===== config.mk =====
export PLATFORM = sky130hd
export DESIGN_NAME = pipe_stage_reg
export DESIGN_NICKNAME = d
export VERILOG_FILES = /design/src/rtl/pipe_stage_reg.sv
export SDC_FILE = /design/constraint.sdc
export NUM_CORES = 1
export LEC_CHECK = 0
export ABC_AREA = 1
export ABC_CLOCK_PERIOD_IN_PS = 10700
export CORE_MARGIN = 2
export CORE_UTILIZATION = 54
export CTS_CLUSTER_DIAMETER = 40
export DETAILED_ROUTE_END_ITERATION = 10
export PLACE_DENSITY = 0.85
export SYNTH_ARGS = -nofsm -noshare
export SYNTH_HDL_FRONTEND = slang
export SYNTH_SLANG_ARGS = --single-unit

===== constraint.sdc =====
create_clock -name clk -period 10.7 [get_ports clk]
set_clock_uncertainty 0.15 [all_clocks]
set_input_delay 2.14 -clock clk [delete_from_list [all_inputs] [get_ports clk]]
set_output_delay 2.14 -clock clk [all_outputs]
set_load 0.03 [all_outputs]

===== src/rtl/pipe_stage_reg.sv =====
// pipe_stage_reg: valid/ready pipeline stage register with two-entry skid buffer and synchronous flush
// Parameters: DATA_W payload width (>=1), RESET_VAL value of out_data while/after reset.
// Ports:
//   clk        rising-edge clock
//   rst        asynchronous active-high reset
//   flush      synchronous squash of all held entries, highest priority
//   in_valid   upstream payload valid
//   in_ready   stage can accept (registered, no path from out_ready)
//   in_data    upstream payload
//   out_valid  payload presented downstream
//   out_ready  downstream accepts
//   out_data   payload to next stage (registered)
// Optional (macro PIPE_STAGE_REG_PERF_EN):
//   stall_cnt  cycles with out_valid & !out_ready, wraps at 2^32
//   flush_cnt  cycles with flush while any entry is held, wraps at 2^32
module pipe_stage_reg #(
   parameter int DATA_W = 64,
   parameter logic [DATA_W-1:0] RESET_VAL = {DATA_W{1'b0}}
) (
   input  logic              clk,
   input  logic              rst,
   input  logic              flush,
   input  logic              in_valid,
   output logic              in_ready,
   input  logic [DATA_W-1:0] in_data,
   output logic              out_valid,
   input  logic              out_ready,
   output logic [DATA_W-1:0] out_data
`ifdef PIPE_STAGE_REG_PERF_EN
   ,
   output logic [31:0]       stall_cnt,
   output logic [31:0]       flush_cnt
`endif
);
   logic [DATA_W-1:0] skid_data;
   logic skid_valid, in_fire, out_fire, out_valid_nxt, skid_valid_nxt, load_main, load_skid, pop_skid;
   // in_fire can only happen with the skid empty, so pop_skid and load_main are mutually exclusive
   always_comb begin
      in_fire        = in_valid & in_ready;
      out_fire       = out_valid & out_ready;
      pop_skid       = ~flush & skid_valid & out_fire;
      load_main      = ~flush & in_fire & (~out_valid | out_fire);
      load_skid      = ~flush & in_fire & out_valid & ~out_fire;
      out_valid_nxt  = flush ? 1'b0 : skid_valid | in_fire | (out_valid & ~out_fire);
      skid_valid_nxt = flush ? 1'b0 : load_skid | (skid_valid & ~out_fire);
   end
   always_ff @(posedge clk or posedge rst) begin
      if (rst) begin
         out_valid  <= 1'b0;
         skid_valid <= 1'b0;
         in_ready   <= 1'b1;
         out_data   <= RESET_VAL;
         skid_data  <= '0;
      end else begin
         out_valid  <= out_valid_nxt;
         skid_valid <= skid_valid_nxt;
         in_ready   <= ~skid_valid_nxt;
         if (pop_skid) out_data <= skid_data;
         else if (load_main) out_data <= in_data;
         if (load_skid) skid_data <= in_data;
      end
   end
`ifdef PIPE_STAGE_REG_PERF_EN
   always_ff @(posedge clk or posedge rst) begin
      if (rst) begin
         stall_cnt <= '0;
         flush_cnt <= '0;
      end else begin
         if (out_valid & ~out_ready) stall_cnt <= stall_cnt + 32'd1;
         if (flush & (out_valid | skid_valid)) flush_cnt <= flush_cnt + 32'd1;
      end
   end
`endif
endmodule


After elaboration in Yosys (flattened, before gate mapping)
Cells that the tools add are included.

operators by class
  bitwise logic cells = 18
  shifts and indexed selects = 0
  $mul = 0
  $lt $le $gt $ge = 0
  reduce and logical (&&, ||, !) cells = 1
  divide/modulo/power cells = 0
  muxes and demuxes = 4
  add/subtract/negate cells = 0
  eq/ne operators = 0

operators with widths
  operator            number
  $mux W64            2
  $and A1 B1 Y1       10
  $not A1 Y1          4
  $or A1 B1 Y1        4
  $mux W1             2
  $reduce_bool A2 Y1  1

storage, ports and cells
  bits in registers = 131
  input port bits = 69
  bits in read-only memories = 0
  bits in writable memories = 0
  word-level logic and storage cells = 28
  memories kept = 0
  bits in latches = 0

Longest topological paths before layout
  depth after elaboration = 7
  mapped depth = 9
  depth with buffers taken out = 7

Least setup slack after synthesis
Ideal clock, no wire load.

  path type = input-to-reg
  start point = in in_valid
  end point = reg skid_data[0]
  data required time = 10.433 ns
  stages = 6
  slack = 7.589 ns
  buffers on the path = 1
  arrival time = 2.844 ns
  setup time = 0.117 ns
  cell sequence = nand2_1 > nor3_2 > inv_2 > clkbuf_1 > nand2_1 > nand2_1

between the ends
  longest elaborated chain between the ends = 4

RTL lines
  element                     line  text
  start: declaration          23    input logic in_valid,
  $and A1 B1 Y1               39    in_fire = in_valid & in_ready;
  $and A1 B1 Y1 (3 in a row)  43    load_skid = ~flush & in_fire & out_valid & ~out_fire;
  end signal: assignment      60    if (load_skid) skid_data <= in_data;
  end: declaration            35    logic [DATA_W-1:0] skid_data;

Every way passes these cells.
A chain may end at the register's enable or synchronous reset.

Worst setup path after layout
  start point = in flush
  end point = reg out_data[10]

between the ends
  longest elaborated chain between the ends = 4
  elaborated cells between the ends (all ways) = 7
  classes of those cells = mux (1); bitwise (5); reduce/logical (1)

RTL lines
  element                                                line    text
  start: declaration                                     22      input logic flush,
  $not A1 Y1 *                                           41, 42
  $and A1 B1 Y1, on equally long branches (2 in a row)   41, 42
  $mux W64 / $reduce_bool A2 Y1 (equally long branches)  n/a
  end signal: assignment                                 58      if (pop_skid) out_data <= skid_data;
  end signal: assignment                                 59      else if (load_main) out_data <= in_data;
  end: declaration                                       28      output logic [DATA_W-1:0] out_data

Mark *: on every way between the ends. The rest lies on a longest branch, timed or not.

==> run metrics <==
status finished, final reports clean; Slew HR 0.142; # diodes 0; Hold Crit Class reg -> reg; max-slew violation count 0; worst r2r path cells 6; Syn Inst Count 778; RSZ-0062 raised after global routing false; Crit Path Max Fanout 65; clk buf depth 2; chip height 109 um; Final ANT Viol Nets 0; CTS tree built; share of post-route cells with drive strength above 1 0.0482; Die X 109 um; largest net degree at the start of global routing 129; Setup crit start kind primary input; GP Congestion 0.814; WP data required 10940 ps; drc violations 0; Post-Place Setup Slack 5140 ps; hold path cells 2; Clk Latency, worst-skew pair 520 ps; htree depth 4; Max Fclk 197 MHz; CP endpoint kind flip-flop; Max Cap Viol 0; DRT Pass-1 Iters 5; Synth top area share 0.545; crit path time final 5060 ps; CTS Sinks 131; gr usage total 0.277; Iteration-0 DRC Markers 458; worst vdd ir 0.134 mV; CP peak stage delay 1060 ps; Synth-to-Final Area Change 31.8%; initial antenna violation count 0; Worst path slowest cell nand2_2; Nets 950; WHS 319 ps; cts bufs inserted 17; DR WL/cell 15.1 um; full die area 11900 sq um; DP Wirelength 8920 um; cts hold-fix bufs 0; slew of the pin with the lowest slew margin 1280 ps; critical path arrival 5310 ps; Post-CTS Resized 0; global-route wire length before repair 25700 um; Final Util 0.728; total negative slack 0 ps; worst path cell trace clkdlybuf4s50_1 > nor2_1 > nand2_2 > nand2_2 > nand2_1 > nand2_1; Seq cells post-synth 131; top cell type by total area after synthesis dfrtp_1; Vias/cell 5.36; Commonest cells post-synth nand2_1 (452), dfrtp_1 (130), nand3_1 (128); fraction of registers with async set or reset after synthesis 1.00; top cells by area, synth dfrtp_1 (55%), nand2_1 (28%), nand3_1 (11%); IO Port Bufs 134; total grt overflow 0; CTS clk-pin slew, worst paths 60 ps; IO Count 135; fin area 7860 sq um; vias in the first global route 5353; root buffer cell clkbuf_8; number of synthesized flops with an enable pin 0; Rows 38; share of the yosys chip area belonging to registers 0.550; Ys Warns 0; Design Power 1.64 mW; Initial Utilization 0.553; Syn Area/Cell 7.67 sq um; non-filler cells, final 1032; most frequent cell after synthesis nand2_1; core region area 10800 sq um; placed inst area 7250 sq um; syn_nets 847; Inst Count DP 1002; vias 5536; Synth Cell Area 5970 sq um; pwr dens 208 nW/um^2; Yosys cell types 15; Leak Pwr 4.14 nW; Top FF cell, synth dfrtp_1; crit share post-route 0.473; critical path class in -> reg; Post-CTS Setup Bufs 0; worst setup margin 5640 ps; final hold violation count 0; # setup viols final 0; total routed wirelength 15600 um
## kinds of logic (layout without fill, tap and decap cells)
kind of cell	count (synthesis)	after routing	synth area share
AOI/OAI and AO/OA	2	2	0.00189
buffers and inverters	60	174	0.0512
DFF	131	131	0.550
and+or+nand+nor	585	585	0.397
## report_power, final
group          internal, mW  switching, mW  total [mW]
logic                 0.153          0.219       0.372
clock network         0.383          0.214       0.597
registers             0.605         0.0655       0.670
total                  1.14          0.498        1.64
## registers in the layout (all words and copies together), names as in the netlist
name,flops
out_valid,1
in_ready,1
out_data,64
skid_valid,1
skid_data,64
## routing by layer
metal	GRT usage	wire [um]
met2	0.435	7640
met1	0.376	6540
met5	0	0
met3	0.0544	1070
met4	0.117	331
## worst max-delay path: cells and delay by family
kind	cells	cell delay, ps
simple gates	5	2490
buf+inv	1	610
## cell usage in the layout (no fill, tap or decap), drive strengths merged
master | netlist | layout
a21oi | 1 | 1
a31oi | 1 | 1
buf | 48 | 4
bufinv | 0 | 4
clkbuf | 6 | 18
clkdlybuf4s50 | 0 | 134
clkinv | 0 | 4
clkinvlp | 0 | 3
dfrtp | 130 | 130
dfstp | 1 | 1
inv | 6 | 7
nand2 | 454 | 454
nand3 | 128 | 128
nor2 | 2 | 2
nor3 | 1 | 1
## area by class of cell
cell class / instances / area [sq um]
sequential: 131 / 3280
fill: 786 / 2930
multi-input combinational: 587 / 2400
timing repair buffer: 138 / 1370
clock buffer: 18 / 428
clock inverter: 12 / 183
tap: 140 / 175
inverter: 6 / 25.0
## worst paths after layout
path                                            from                   endpoint  slack (ps)
setup / recovery                               flush   out_data[10]$_DFFE_PP0P_        5640
hold / removal             skid_data[56]$_DFFE_PP0P_  skid_data[56]$_DFFE_PP0P_         320
setup reg to reg                  in_ready$_DFF_PP1_   out_data[10]$_DFFE_PP0P_        7350
hold reg to reg            skid_data[56]$_DFFE_PP0P_  skid_data[56]$_DFFE_PP0P_         320
max in group asynchronous                        rst  skid_data[63]$_DFFE_PP0P_        7030
min in group asynchronous                        rst   out_data[14]$_DFFE_PP0P_        1920
Note: power is estimated with default switching activity, not from simulation.
